[config.mk]
export PLATFORM = sky130hd
export DESIGN_NAME = usb_endpi_ctrl_flat
export DESIGN_NICKNAME = d
export VERILOG_FILES = /design/src/rtl/usb_endpi_ctrl_pkg.sv /design/src/rtl/usb_endpi_ctrl_if.sv /design/src/rtl/usb_ep_ram.sv /design/src/rtl/usb_endpi_ctrl.sv /design/src/flat_wrapper.sv
export SDC_FILE = /design/constraint.sdc
export NUM_CORES = 1
export LEC_CHECK = 0
export ABC_CLOCK_PERIOD_IN_PS = 3540
export CAP_MARGIN = 20
export CORE_MARGIN = 2
export CORE_UTILIZATION = 45
export CTS_CLUSTER_DIAMETER = 120
export DETAILED_ROUTE_END_ITERATION = 12
export GPL_TIMING_DRIVEN = 0
export PLACE_DENSITY_LB_ADDON = 0.08
export SLEW_MARGIN = 25
export SYNTH_ARGS = -nofsm -noshare
export SYNTH_HDL_FRONTEND = slang
export SYNTH_SLANG_ARGS = --single-unit
[constraint.sdc]
create_clock -name clk -period 3.54 [get_ports clk]
set_input_delay 1.062 -clock clk [delete_from_list [all_inputs] [get_ports clk]]
set_output_delay 1.062 -clock clk [all_outputs]
set_load 0.03 [all_outputs]
[src/rtl/usb_endpi_ctrl_pkg.sv]
`default_nettype none
// +--------------------------------------------------------------------------+
// | usb_pkg                                                                  |
// | Shared definitions for the USB IN endpoint control block: endpoint state |
// | encoding, CONTROL register bit positions, buffer size default and the    |
// | length saturation helper.                                                |
// | Rev 1.0 - initial release                                                |
// +--------------------------------------------------------------------------+
package usb_pkg;

  typedef enum logic [1:0] {
    IDLE    = 2'd0,
    ARMED   = 2'd1,
    SENDING = 2'd2,
    WAIT_HS = 2'd3
  } ep_state_t;

  // CONTROL register layout (write side)
  localparam int CTRL_ARM    = 15;
  localparam int CTRL_FLUSH  = 14;
  localparam int CTRL_SETTOG = 13;
  localparam int CTRL_TOG    = 12;
  localparam int CTRL_LEN_HI = 6;
  localparam int CTRL_LEN_LO = 0;

  // Length / pointer width: the LEN field is 7 bits wide
  localparam int LEN_W = 7;

  localparam int MAX_PKT_DEFAULT = 64;

  // Clamp a requested packet length to the buffer size
  function automatic logic [LEN_W-1:0] sat_len(input logic [LEN_W-1:0] req,
                                               input logic [LEN_W-1:0] limit);
    return (req > limit) ? limit : req;
  endfunction

endpackage
`default_nettype wire

[src/rtl/usb_endpi_ctrl_if.sv]
`default_nettype none
// +--------------------------------------------------------------------------+
// | usb_endpi_ctrl_if                                                        |
// | Bundles the CPU I/O bus, the SIE transmit stream, the host handshake     |
// | inputs and the interrupt line of one IN endpoint.                        |
// |   master : CPU/SIE side (drives io_*, tx_start, tx_ready, host_*)        |
// |   slave  : endpoint side (drives io_rdata, tx_*, irq)                    |
// | Rev 1.0 - initial release                                                |
// +--------------------------------------------------------------------------+
interface usb_endpi_ctrl_if;
  logic [15:0] io_addr;
  logic        io_we;
  logic        io_re;
  logic [15:0] io_wdata;
  logic [15:0] io_rdata;
  logic        tx_start;
  logic        tx_nak;
  logic        tx_valid;
  logic        tx_ready;
  logic [7:0]  tx_data;
  logic        tx_data1;
  logic        tx_done;
  logic        host_ack;
  logic        host_timeout;
  logic        irq;

  modport master (
    output io_addr, io_we, io_re, io_wdata, tx_start, tx_ready,
           host_ack, host_timeout,
    input  io_rdata, tx_nak, tx_valid, tx_data, tx_data1, tx_done, irq
  );

  modport slave (
    input  io_addr, io_we, io_re, io_wdata, tx_start, tx_ready,
           host_ack, host_timeout,
    output io_rdata, tx_nak, tx_valid, tx_data, tx_data1, tx_done, irq
  );
endinterface
`default_nettype wire

[src/rtl/usb_ep_ram.sv]
`default_nettype none
// +--------------------------------------------------------------------------+
// | usb_ep_ram                                                               |
// | DEPTH-byte packet buffer. 16-bit write port (low byte at the even byte   |
// | address, high byte at the odd one), 8-bit registered read port.          |
// |   clk, reset : clock, synchronous active-high reset (read register only) |
// |   we, waddr, wdata : word write (waddr is a word address)                |
// |   raddr, rdata     : byte read, data valid one cycle after raddr         |
// | Rev 1.0 - initial release                                                |
// +--------------------------------------------------------------------------+
module usb_ep_ram
  import usb_pkg::*;
#(
  parameter  int DEPTH = MAX_PKT_DEFAULT,
  localparam int AW    = $clog2(DEPTH)
) (
  input  logic          clk,
  input  logic          reset,
  input  logic          we,
  input  logic [AW-2:0] waddr,
  input  logic [15:0]   wdata,
  input  logic [AW-1:0] raddr,
  output logic [7:0]    rdata
);

  logic [15:0] mem [0:DEPTH/2-1];
  logic [15:0] rd_word;

  assign rd_word = mem[raddr[AW-1:1]];

  always_ff @(posedge clk) begin
    if (we) begin
      mem[waddr] <= wdata;
    end
  end

  // The read register is reset so the transmit byte reads as zero after reset
  always_ff @(posedge clk) begin
    if (reset) begin
      rdata <= 8'h00;
    end else begin
      rdata <= raddr[0] ? rd_word[15:8] : rd_word[7:0];
    end
  end

endmodule
`default_nettype wire

[src/rtl/usb_endpi_ctrl.sv]
`default_nettype none
// +--------------------------------------------------------------------------+
// | usb_endpi_ctrl                                                           |
// | CPU-facing control/buffer stage for one USB IN endpoint: CONTROL/DATA    |
// | register decode, packet buffer pointers, transmit FSM, DATA0/1 toggle.   |
// |   clk, reset : clock, synchronous active-high reset                      |
// |   bus        : usb_endpi_ctrl_if.slave (CPU bus, SIE stream, handshake)  |
// | Optional macro USB_ENDPI_IRQ_EN enables the packet-acknowledged irq.     |
// | Rev 1.0 - initial release                                                |
// +--------------------------------------------------------------------------+
module usb_endpi_ctrl
  import usb_pkg::*;
#(
  parameter logic [15:0] ADDR_CONTROL = 16'h5000,
  parameter logic [15:0] ADDR_DATA    = 16'h5002,
  parameter int          MAX_PKT      = MAX_PKT_DEFAULT
) (
  input logic             clk,
  input logic             reset,
  usb_endpi_ctrl_if.slave bus
);

  localparam int              AW      = $clog2(MAX_PKT);
  localparam logic [LEN_W-1:0] MAX_LEN = LEN_W'(MAX_PKT);

  ep_state_t        state, state_nxt;
  logic [LEN_W-1:0] wptr, wptr_nxt;
  logic [LEN_W-1:0] len, len_nxt;
  logic [LEN_W-1:0] rptr, rptr_nxt;
  logic             toggle, toggle_nxt;
  logic             acked, acked_nxt;
  logic             valid, valid_nxt;
  logic             data1, data1_nxt;
  logic             nak, nak_nxt;
  logic [15:0]      rdata, rdata_nxt;

  logic             ctrl_sel, data_sel;
  logic             cfg_open, ctrl_wr, data_wr;
  logic             beat, last_byte, done;
  logic [AW-1:0]    raddr;
  logic [15:0]      ctrl_word;
  logic [7:0]       ram_rdata;

  assign ctrl_sel  = (bus.io_addr == ADDR_CONTROL);
  assign data_sel  = (bus.io_addr == ADDR_DATA);
  // In ARMED a coincident tx_start takes the endpoint, so a CONTROL write in
  // that cycle is dropped rather than changing len under the packet.
  assign cfg_open  = (state == IDLE) || ((state == ARMED) && !bus.tx_start);
  assign ctrl_wr   = bus.io_we && ctrl_sel && cfg_open;
  assign data_wr   = bus.io_we && data_sel && (state == IDLE) && (wptr < MAX_LEN);
  assign beat      = (state == SENDING) && valid && bus.tx_ready;
  assign last_byte = (rptr == len - 1'b1);
  assign done      = (state == SENDING) && ((len == '0) || (beat && last_byte));
  assign ctrl_word = {(state != IDLE), acked, 6'b0, toggle, len};

  always_comb begin
    state_nxt  = state;
    wptr_nxt   = wptr;
    len_nxt    = len;
    rptr_nxt   = rptr;
    toggle_nxt = toggle;
    acked_nxt  = acked;
    valid_nxt  = valid;
    data1_nxt  = data1;
    nak_nxt    = 1'b0;
    rdata_nxt  = rdata;
    raddr      = AW'(rptr);

    if (bus.io_re) begin
      rdata_nxt = ctrl_sel ? ctrl_word : 16'h0000;
    end

    // Flush, toggle set and arm all land together; flush only touches wptr
    // and acked, so ordering against arm is automatic.
    if (ctrl_wr) begin
      if (bus.io_wdata[CTRL_FLUSH]) begin
        wptr_nxt  = '0;
        acked_nxt = 1'b0;
      end
      if (bus.io_wdata[CTRL_SETTOG]) begin
        toggle_nxt = bus.io_wdata[CTRL_TOG];
      end
      if (bus.io_wdata[CTRL_ARM]) begin
        len_nxt   = sat_len(bus.io_wdata[CTRL_LEN_HI:CTRL_LEN_LO], MAX_LEN);
        state_nxt = ARMED;
      end
    end

    if (data_wr) begin
      wptr_nxt = wptr + LEN_W'(2);
    end

    case (state)
      IDLE: begin
        nak_nxt = bus.tx_start;
      end
      ARMED: begin
        // Byte 0 is fetched during the start cycle so it is ready on entry
        raddr = '0;
        if (bus.tx_start) begin
          state_nxt = SENDING;
          rptr_nxt  = '0;
          data1_nxt = toggle;
          valid_nxt = 1'b0;
        end
      end
      SENDING: begin
        if (len == '0) begin
          state_nxt = WAIT_HS;
        end else if (!valid) begin
          valid_nxt = 1'b1;
        end else if (beat) begin
          if (last_byte) begin
            valid_nxt = 1'b0;
            state_nxt = WAIT_HS;
          end else begin
            // Fetch the next byte now so it follows back-to-back
            rptr_nxt = rptr + 1'b1;
            raddr    = AW'(rptr + 1'b1);
          end
        end
      end
      WAIT_HS: begin
        if (bus.host_ack) begin
          toggle_nxt = ~toggle;
          acked_nxt  = 1'b1;
          wptr_nxt   = '0;
          state_nxt  = IDLE;
        end else if (bus.host_timeout) begin
          rptr_nxt  = '0;
          state_nxt = ARMED;
        end
      end
      default: begin
        state_nxt = IDLE;
      end
    endcase
  end

  always_ff @(posedge clk) begin
    if (reset) begin
      state  <= IDLE;
      wptr   <= '0;
      len    <= '0;
      rptr   <= '0;
      toggle <= 1'b0;
      acked  <= 1'b0;
      valid  <= 1'b0;
      data1  <= 1'b0;
      nak    <= 1'b0;
      rdata  <= 16'h0000;
    end else begin
      state  <= state_nxt;
      wptr   <= wptr_nxt;
      len    <= len_nxt;
      rptr   <= rptr_nxt;
      toggle <= toggle_nxt;
      acked  <= acked_nxt;
      valid  <= valid_nxt;
      data1  <= data1_nxt;
      nak    <= nak_nxt;
      rdata  <= rdata_nxt;
    end
  end

  usb_ep_ram #(
    .DEPTH (MAX_PKT)
  ) u_ram (
    .clk   (clk),
    .reset (reset),
    .we    (data_wr),
    .waddr (wptr[AW-1:1]),
    .wdata (bus.io_wdata),
    .raddr (raddr),
    .rdata (ram_rdata)
  );

  assign bus.io_rdata = rdata;
  assign bus.tx_nak   = nak;
  assign bus.tx_valid = valid;
  assign bus.tx_data  = ram_rdata;
  assign bus.tx_data1 = data1;
  assign bus.tx_done  = done;

`ifdef USB_ENDPI_IRQ_EN
  logic irq_q;

  // Set has priority over the CONTROL-read clear
  always_ff @(posedge clk) begin
    if (reset) begin
      irq_q <= 1'b0;
    end else if ((state == WAIT_HS) && bus.host_ack) begin
      irq_q <= 1'b1;
    end else if (bus.io_re && ctrl_sel) begin
      irq_q <= 1'b0;
    end
  end

  assign bus.irq = irq_q;
`else
  assign bus.irq = 1'b0;
`endif

endmodule
`default_nettype wire
[src/flat_wrapper.sv]
// flat-port wrapper written by rule: the top's interface ports become plain ports
module usb_endpi_ctrl_flat import usb_pkg::*;
#(
  parameter logic [15:0] ADDR_CONTROL = 16'h5000,
  parameter logic [15:0] ADDR_DATA    = 16'h5002,
  parameter int          MAX_PKT      = MAX_PKT_DEFAULT
)
  (clk, reset, bus_io_addr, bus_io_we, bus_io_re, bus_io_wdata, bus_tx_start, bus_tx_ready, bus_host_ack, bus_host_timeout, bus_io_rdata, bus_tx_nak, bus_tx_valid, bus_tx_data, bus_tx_data1, bus_tx_done, bus_irq);
  usb_endpi_ctrl_if bus_i ();
  input logic clk;
  input logic reset;
  input wire logic [$bits(bus_i.io_addr)-1:0] bus_io_addr;
  input wire logic [$bits(bus_i.io_we)-1:0] bus_io_we;
  input wire logic [$bits(bus_i.io_re)-1:0] bus_io_re;
  input wire logic [$bits(bus_i.io_wdata)-1:0] bus_io_wdata;
  input wire logic [$bits(bus_i.tx_start)-1:0] bus_tx_start;
  input wire logic [$bits(bus_i.tx_ready)-1:0] bus_tx_ready;
  input wire logic [$bits(bus_i.host_ack)-1:0] bus_host_ack;
  input wire logic [$bits(bus_i.host_timeout)-1:0] bus_host_timeout;
  output wire logic [$bits(bus_i.io_rdata)-1:0] bus_io_rdata;
  output wire logic [$bits(bus_i.tx_nak)-1:0] bus_tx_nak;
  output wire logic [$bits(bus_i.tx_valid)-1:0] bus_tx_valid;
  output wire logic [$bits(bus_i.tx_data)-1:0] bus_tx_data;
  output wire logic [$bits(bus_i.tx_data1)-1:0] bus_tx_data1;
  output wire logic [$bits(bus_i.tx_done)-1:0] bus_tx_done;
  output wire logic [$bits(bus_i.irq)-1:0] bus_irq;
  assign bus_i.io_addr = bus_io_addr;
  assign bus_i.io_we = bus_io_we;
  assign bus_i.io_re = bus_io_re;
  assign bus_i.io_wdata = bus_io_wdata;
  assign bus_i.tx_start = bus_tx_start;
  assign bus_i.tx_ready = bus_tx_ready;
  assign bus_i.host_ack = bus_host_ack;
  assign bus_i.host_timeout = bus_host_timeout;
  assign bus_io_rdata = bus_i.io_rdata;
  assign bus_tx_nak = bus_i.tx_nak;
  assign bus_tx_valid = bus_i.tx_valid;
  assign bus_tx_data = bus_i.tx_data;
  assign bus_tx_data1 = bus_i.tx_data1;
  assign bus_tx_done = bus_i.tx_done;
  assign bus_irq = bus_i.irq;
  usb_endpi_ctrl #(.ADDR_CONTROL(ADDR_CONTROL), .ADDR_DATA(ADDR_DATA), .MAX_PKT(MAX_PKT)) u_core (.clk(clk), .reset(reset), .bus(bus_i));
endmodule
==> results of run 1 <==
[worst min-delay path: stages, from the launching register on]
cell and delay, ps:
dfxtp_1 310, nand2b_1 60, a21oi_1 50
[power groups by stage]
stage / Combinational [mW] / Sequential [mW] / Clock (mW)
after global placement: 0.199 / 7.33 / 0
after global routing: 0.218 / 7.17 / 6.23
after CTS: 0.205 / 7.18 / 5.98
after detailed placement: 0.205 / 7.32 / 0
final: 0.204 / 7.18 / 5.93
after floorplan: 0.0327 / 7.33 / 0
[worst paths after layout]
| kind | start | end | slack [ps] | cells after the start |
|---|---|---|---|---|
| worst min register to register | u_core.bus.io_rdata[7] | u_core.bus.io_rdata[7] | 470 | 2 |
| worst max-delay path | u_core.len[0] | u_core.state[1] | 50 | 23 |
| worst max register to register | u_core.len[0] | u_core.state[1] | 50 | 23 |
| worst min-delay path | u_core.bus.io_rdata[7] | u_core.bus.io_rdata[7] | 470 | 2 |
[through the flow]
step	utilization	TNS [ps]	hold slack (ps)
2_1_floorplan	-	0	457.8
3_3_place_gp	0.4873	-622610	459.5
3_5_place_dp	0.4938	-349670	462.7
4_1_cts	0.5471	-142.5	478.5
5_1_grt	0.5506	-151.4	495.5
6_report	0.5506	0	472.2
[area by class of cell]
| type | count | share of cell area |
|---|---|---|
| plain buffers | 101 | 0.02585 |
| clock buffers | 80 | 0.05902 |
| clock inverters | 27 | 0.008709 |
| inverters | 10 | 0.001575 |
| multi-input cells | 1066 | 0.2245 |
| flip-flops and latches | 557 | 0.6030 |
| well taps | 664 | 0.03076 |
| repair buffers | 123 | 0.04656 |
[cells by family (layout without fill, tap and decap cells)]
family | count (synthesis) | count (layout) | share of synthesized area
AOI/OAI and AO/OA | 178 | 178 | 0.05607
xor gates and xnor gates | 16 | 16 | 0.006243
other | 1 | 7 | 0.0001670
buffers and inverters | 116 | 341 | 0.02686
muxes | 39 | 39 | 0.01761
adders and majority gates | 12 | 12 | 0.006688
DFF | 557 | 557 | 0.7250
and+or+nand+nor | 814 | 814 | 0.1614
[metal layers]
layer / track usage / up-vias / part of all wire
met3: 0.04621 / 113 / 0.073
met5: 0 / - / 0
met1: 0.3611 / 7440 / 0.44
met2: 0.4022 / 609 / 0.46
met4: 0.08918 / 0 / 0.033
li1: - / 6774 / -
[cell usage after synthesis, drive strengths merged (5+ instances only)]
library cell,number
a32oi,35
clkbuf,33
and3,11
nor2,67
nand4,37
or3,6
nand2b,12
o21ai,8
a21oi,30
nand3b,5
ha,12
and4,10
xor2,7
nor3b,6
inv,10
buf,73
mux2i,38
edfxtp,512
nor3,9
a31oi,74
dfxtp,45
nand3,160
xnor2,9
o2111ai,7
nand2,470
[sequential cells by signal, indices dropped and copies added, names as in the netlist]
name and flops:
u_core.toggle 1, u_core.bus.tx_data1 1, u_core.u_ram.mem 512, u_core.bus.io_rdata 10, u_core.bus.tx_valid 1, u_core.len 7, u_core.u_ram.rdata 8, u_core.bus.tx_nak 1
u_core.state 2, u_core.rptr 7, u_core.wptr 6, u_core.acked 1
[timing repair]
item | CTS | global route
setup buffers | 47 | 3
resized for setup | 104 | 45
hold buffers | 0 | 0
endpoints found under the setup margin | 347 | 45
pin swaps | 28 | 13
==> results.toml, run 1 <==
[placed_design]
place.gp.congestion = 0.8327
dp_cells = 2476
dpl-instance-area_mm2 = 0.02422
dp_slack_ps = -1255
dp_hpwl_um = 42110
io_buffers = 60

[routing]
first_iter_violations = 1640
routedWlPerCell_um = 24.78
ant_nets = 0
drcViolationCount = 0
firstDrtPassIters = 5
num_vias = 14940
wl_um = 65110
vias_per_cell = 5.683

[worst_setup_path]
cp_slowest_cell = "dfxtp_4"
endpoint_kind = "flip-flop"
crit_required_ps = 4070
start_kind = "flip-flop"
critPathKind = "reg2reg"
path_cells = "inv_4 -> ha_4 -> xnor2_2 -> a211oi_2 -> o211ai_2 -> nor4_2 -> o21ai_1 -> buf_4 -> buf_4 -> buf_4 -> buf_4 -> buf_4 -> buf_4 -> buf_4 -> buf_4 -> buf_4 -> buf_4 -> buf_4 -> buf_4 -> buf_6 -> a21oi_2 -> a21oi_1 -> nor3_1"
cp_max_fo = 3
cp.arrival_ps = 4020
crit_family = "buffers and inverters"
cpMostUsedCell = "buf_4"
crit_buf_inv = 14
crit_path_max_incr_delay_ps = 370

[layout]
layout_commonest_cell = "edfxtp_1"
fin_cells = 2628
num_antenna_cells = 0
n_fill_cell = 4115
final_area_mm2 = 0.02701
syn_to_final_growth_pct = 20.32
layout.area.seq_mm2 = 0.01629
final_cell_mix = "edfxtp_1, nand2_1, nand3_1, a31oi_1, buf_4"
layout-drive-gt1-share = 0.1736
multiInputGateArea_mm2 = 0.006065
nets = 1968

[power_and_ir_drop]
p_clk_frac = 0.446
p_comb_frac = 0.015
power_density_mw_per_mm2 = 492.7
switching_power_mw = 2.664
p_total_mw = 13.31
pwr-share-seq = 0.539
vdd_drop_max_mv = 0.3411
power_leakage_nw = 9.283
p_sw_frac = 0.2002
power.internal_mw = 10.64

[synth]
ys_types = 61
synth_top_area_share = 0.6849
synthArstFlopShare = 0
synth_top_cell_by_area = "edfxtp_1"
synth-edff-count = 512
syn_area_per_cell_um2 = 12.95
ys_seq_elements = 557
ys.flop_type = "edfxtp_1"
synth_seq_area_share = 0.7250
syn_area_mm2 = 0.02245
yosysWarnings = 0
yosys-top-cells-area = "edfxtp_1, nand2_1, dfxtp_1, nand3_1, a31oi_1"
synth_cells = 1733

[grt]
grt.total_usage = 0.2563
antenna_found_initial = 0
grt_start_max_net_pins = 40
overflow = 0
grt_pass1_vias = 14520
grt_pass1_wl_um = 95160

[die]
dieWidth_um = 227.4
die_h_um = 227.4
coreArea_mm2 = 0.04905
rows = 81
initial_core_util = 0.4577
ios = 69
die-area_mm2 = 0.05169

[timing]
fin_skew_ps = 28.18
drv_slew = 0
final.period_utilization = 0.9870
timing.fmax_mhz = 286.2
hold_viol_final = 0
setup_viol = 0
worst_slack_ps = 45.99
worstMarginPinSlew_ps = 789.3
finalCriticalPeriod_ps = 3494
rsz0062_at_grt = "yes"
maxSlewHeadroom = 0.4738

[flow_run]
max_cap_violations = 0

[outcome]
status = "complete, no violations"

[clock_tree]
cts_htree_levels = 2
clockBufferDepth = 3
clk_latency_ps = 620
clk_pin_slew_worst_paths_ps = 60
cts_sinks = 557
root_buffer = "clkbuf_16"
cts_tree = "done"
cts_buffers = 57

[hold_path]
hold_path.class = "reg2reg"
Note: power is estimated with default switching activity, not from simulation.
==> run 2, diff against run 1 <==
ABC_CLOCK_PERIOD_IN_PS = 4300   (was 3540)
SKIP_CTS_REPAIR_TIMING = 1   (was unset)
SLEW_MARGIN = unset   (was 25)
clock period = 4.3 ns   (was 3.54 ns; I/O delays follow)
==> results.toml, run 2 (synthesis results as in run 1) <==
[routing]
routedWlPerCell_um = 24.72
num_vias = 14910
vias_per_cell = 5.706
wl_um = 64580
firstDrtPassIters = 7
first_iter_violations = 1577
ant_nets = 0
drcViolationCount = 0

[die]
dieWidth_um = 227.4
initial_core_util = 0.4577
rows = 81
die-area_mm2 = 0.05169
ios = 69
coreArea_mm2 = 0.04905
die_h_um = 227.4

[worst_setup_path]
path_cells = "inv_1 -> ha_1 -> xnor2_1 -> a211oi_2 -> o211ai_2 -> o21bai_4 -> nor2_4 -> a211o_1 -> nand3_2 -> buf_1 -> nand3_1 -> nand4_1 -> and4_1 -> o2111ai_1"
cp_slowest_cell = "buf_1"
rr_worst_depth = 14
crit_buf_inv = 2
start_kind = "flip-flop"
crit_path_max_incr_delay_ps = 530
cp_max_fo = 10
cp.arrival_ps = 4580
crit_required_ps = 4760
reg2reg_from = "u_core.len[1]"
timing.reg2reg.setup_slack_ps = 180
crit_path_start = "u_core.len[1]"
endpoint_kind = "flip-flop"
crit_family = "compound AO/OA/AOI/OAI gates"
critPathKind = "reg2reg"
worst-path-stages = 14

[timing]
maxSlewHeadroom = 0.4287
fin_setup_tns_ps = 0
worst_slack_ps = 178.4
drv_slew = 0
final.period_utilization = 0.9585
timing.fmax_mhz = 242.6
finalCriticalPeriod_ps = 4122
fin_skew_ps = 29.09
setup_viol = 0
hold_viol_final = 0
worstMarginPinSlew_ps = 854.3
rsz0062_at_grt = "no"

[layout]
num_antenna_cells = 0
final_cell_mix = "edfxtp_1, nand2_1, nand3_1, a31oi_1, clkbuf_16"
fin_cells = 2613
layout-drive-gt1-share = 0.1298
largest_register_ffs = 512
layout_commonest_cell = "edfxtp_1"
final_area_mm2 = 0.02661
syn_to_final_growth_pct = 18.52
nets = 1954
largest-register = "u_core.u_ram.mem"
n_fill_cell = 4165

[clock_tree]
clockBufferDepth = 3
cts_tree = "done"
root_buffer = "clkbuf_16"
cts_htree_levels = 2
clk_latency_ps = 620
clk_pin_slew_worst_paths_ps = 60
cts_sinks = 557
cts_buffers = 57

[flow_run]
max_cap_violations = 0

[grt]
antenna_found_initial = 0
overflow = 0
grt_start_max_net_pins = 35
grt_pass1_wl_um = 94270
grt_pass1_vias = 14270
grt.total_usage = 0.2540

[hold_path]
whs_path_depth = 2
holdCritStartpoint = "u_core.bus.io_rdata[7]"
hold_path.class = "reg2reg"

[placed_design]
dpl-instance-area_mm2 = 0.02474
io_buffers = 60
place.gp.congestion = 0.8327
dp_hpwl_um = 44060
dp_slack_ps = -706.2
dp_cells = 2505

[power_and_ir_drop]
power_leakage_nw = 9.114
p_total_mw = 10.87
power_density_mw_per_mm2 = 408.5
vdd_drop_max_mv = 0.2786

[outcome]
status = "complete, no violations"
[run 2: cell types whose count changed in the layout (fill, tap and decap cells not counted), moves of 13 or more]
cell,before,now
buf_4,68,24
nor2_4,30,1
nor2_2,5,32
buf_12,14,0
buf_8,10,23
clkdlybuf4s50_1,43,56
[run 2: report_power, final]
group | total (mW) | leakage, nW | switching (mW) | internal [mW]
Sequential | 5.91 | 4.96 | 0.000645 | 5.91
Combinational | 0.196 | 3.26 | 0.127 | 0.0695
Clock | 4.76 | 0.892 | 2.07 | 2.70
[run 2: path summary, 6_finish.rpt]
check                                 to
setup / recovery   u_core.u_ram.rdata[2]
hold / removal    u_core.bus.io_rdata[7]
setup reg to reg   u_core.u_ram.rdata[2]
hold reg to reg   u_core.bus.io_rdata[7]
[run 2: worst min-delay path, delay by kind of cell (launching register included)]
kind	cells	cell delay, ps
AOI/OAI and AO/OA	1	50
DFF	1	310
and+or+nand+nor	1	60
[run 2: layout make-up]
cell class,count,area (um^2),share of cell area
sequential,557,16280,0.6118
clock buffer,79,1665,0.06259
multi-input combinational,1066,5695,0.2141
clock inverter,27,131.4,0.004938
timing repair buffer,105,1399,0.05257
inverter,10,37.54,0.001411
tap,664,830.8,0.03122
buffer,105,570.5,0.02144
[run 2: metrics by stage]
stage	hold WS, ps	util
2_1_floorplan	457.8	-
3_3_place_gp	459.5	0.4873
3_5_place_dp	457.9	0.5043
4_1_cts	476.5	0.5409
5_1_grt	504.0	0.5424
6_report	474.3	0.5424
[run 2: metal layers]
layer | GRT usage | share of wire
met5 | 0 | 0
met4 | 0.09108 | 0.033
met3 | 0.04479 | 0.080
met2 | 0.3892 | 0.45
met1 | 0.3659 | 0.43
==> run 3, diff against run 2 <==
PLACE_DENSITY = 0.6   (was unset)
PLACE_DENSITY_LB_ADDON = unset   (was 0.08)
==> results.toml, run 3 (synthesis results as in run 1) <==
[outcome]
status = "complete, no violations"

[grt]
antenna_found_initial = 1
grt.total_usage = 0.2476
grt_start_max_net_pins = 35
overflow = 0
grt_pass1_wl_um = 92250
grt_pass1_vias = 14380

[timing]
worst_slack_ps = 143.0
timing.fmax_mhz = 240.6
maxSlewHeadroom = 0.4125
setup_viol = 0
drv_slew = 0
worstMarginPinSlew_ps = 878.5
final.period_utilization = 0.9667
fin_skew_ps = 23.12
rsz0062_at_grt = "no"
hold_viol_final = 0
finalCriticalPeriod_ps = 4157

[routing]
num_vias = 14950
first_iter_violations = 1558
ant_nets = 0
dr_wl_met2_um = 29060
met3WireLength_um = 5783
routed.top_layer = "met4"
routedWlPerCell_um = 24.19
wl_met1_um = 25800
wl_um = 63060
drcViolationCount = 0
vias_per_cell = 5.734
firstDrtPassIters = 6

[worst_setup_path]
cp_max_fo = 10
endpoint_kind = "flip-flop"
start_kind = "input port"
cp.arrival_ps = 4650
critPathKind = "in2reg"
crit_required_ps = 4800

[power_and_ir_drop]
power_leakage_nw = 9.117
vdd_drop_max_mv = 0.2750
power_density_mw_per_mm2 = 405.9

[layout]
largest-register = "u_core.u_ram.mem"
nets = 1951
syn_to_final_growth_pct = 18.57
n_fill_cell = 4111
num_antenna_cells = 0
fin_cells = 2607
layout_commonest_cell = "edfxtp_1"
layout-drive-gt1-share = 0.1318
final_cell_mix = "edfxtp_1, nand2_1, nand3_1, a31oi_1, clkdlybuf4s50_1"
multiInputGateArea_mm2 = 0.005702
layout.area.seq_mm2 = 0.01628
largest_register_ffs = 512

[die]
die_h_um = 227.4
die-area_mm2 = 0.05169
coreArea_mm2 = 0.04905
dieWidth_um = 227.4
ios = 69
rows = 81
initial_core_util = 0.4577

[clock_tree]
root_buffer = "clkbuf_16"
cts_buffers = 54
cts_tree = "done"
cts_htree_levels = 2
cts_sinks = 557
clk_pin_slew_worst_paths_ps = 60
clk_latency_ps = 610
clockBufferDepth = 3

[hold_path]
hold_path.class = "reg2reg"

[placed_design]
dp_cells = 2508
io_buffers = 60
dp_slack_ps = -555.3
place.gp.congestion = 0.8333
dp_hpwl_um = 43530

[flow_run]
max_cap_violations = 0
run 3: cell count changes in the layout (fill, tap and decap cells not counted), moves of 2 or more:
| cell | change |
|---|---|
| buf_16 | +3 |
| buf_6 | -4 |
| buf_8 | +3 |
| inv_6 | -2 |
| clkbuf_8 | -2 |
| bufinv_16 | +5 |
| clkbuf_16 | -8 |
| clkinv_2 | +6 |
| clkbuf_1 | -9 |
run 3: worst max-delay path, stage by stage:
cell and delay [ps]:
clkdlybuf4s50_1 490, nand2_1 90, o21bai_4 250, or2_1 280
nand2_1 320, buf_2 310, buf_4 250, clkbuf_1 510
nand2_1 110, a32oi_1 320, nand3_1 220, o2111ai_1 190
run 3: where the power goes:
group / total, mW / internal, mW / switching [mW] / leakage, nW
clock network: 4.69 / 2.68 / 2.02 / 0.868
registers: 5.91 / 5.91 / 0.000579 / 4.96
logic: 0.205 / 0.0759 / 0.129 / 3.28
run 3: through the flow:
stage | util | hold WS, ps | setup TNS [ps] | cell area [um^2] | total power, mW
floorplan | - | 457.8 | 0 | 22470 | 6.057
global placement | 0.4873 | 456.9 | -333850 | 23900 | 6.193
detailed placement | 0.5060 | 459.6 | -20460 | 24820 | 6.227
CTS | 0.5415 | 478.8 | -496.4 | 26560 | 10.86
global route | 0.5426 | 496.8 | 0 | 26620 | 11.06
finish | 0.5426 | 471.4 | 0 | 26620 | 10.80
run 3: final timing paths:
kind / slack, ps / startpoint / cells past startpoint / to
setup / recovery: 140 / bus_tx_ready / 12 / u_core.u_ram.rdata[2]
hold reg to reg: 470 / u_core.bus.io_rdata[2] / 2 / u_core.bus.io_rdata[2]
setup reg to reg: 210 / u_core.len[0] / 15 / u_core.u_ram.rdata[2]
hold / removal: 470 / u_core.bus.io_rdata[2] / 2 / u_core.bus.io_rdata[2]
run 3: cell type report:
| cell class | instances | area share |
|---|---|---|
| Buffer | 104 | 0.02134 |
| Multi-Input combinational cell | 1066 | 0.2142 |
| Sequential cell | 557 | 0.6115 |
| Tap cell | 664 | 0.03121 |
| Timing Repair Buffer | 106 | 0.05491 |
| Inverter | 10 | 0.001410 |
| Clock buffer | 62 | 0.05382 |
| Clock inverter | 38 | 0.01156 |
run 3: metal layers:
metal,vias up,global-route usage
met1,7438,0.3367
met4,0,0.1046
met5,-,0
li1,6726,-
met2,670,0.3851
met3,114,0.05640
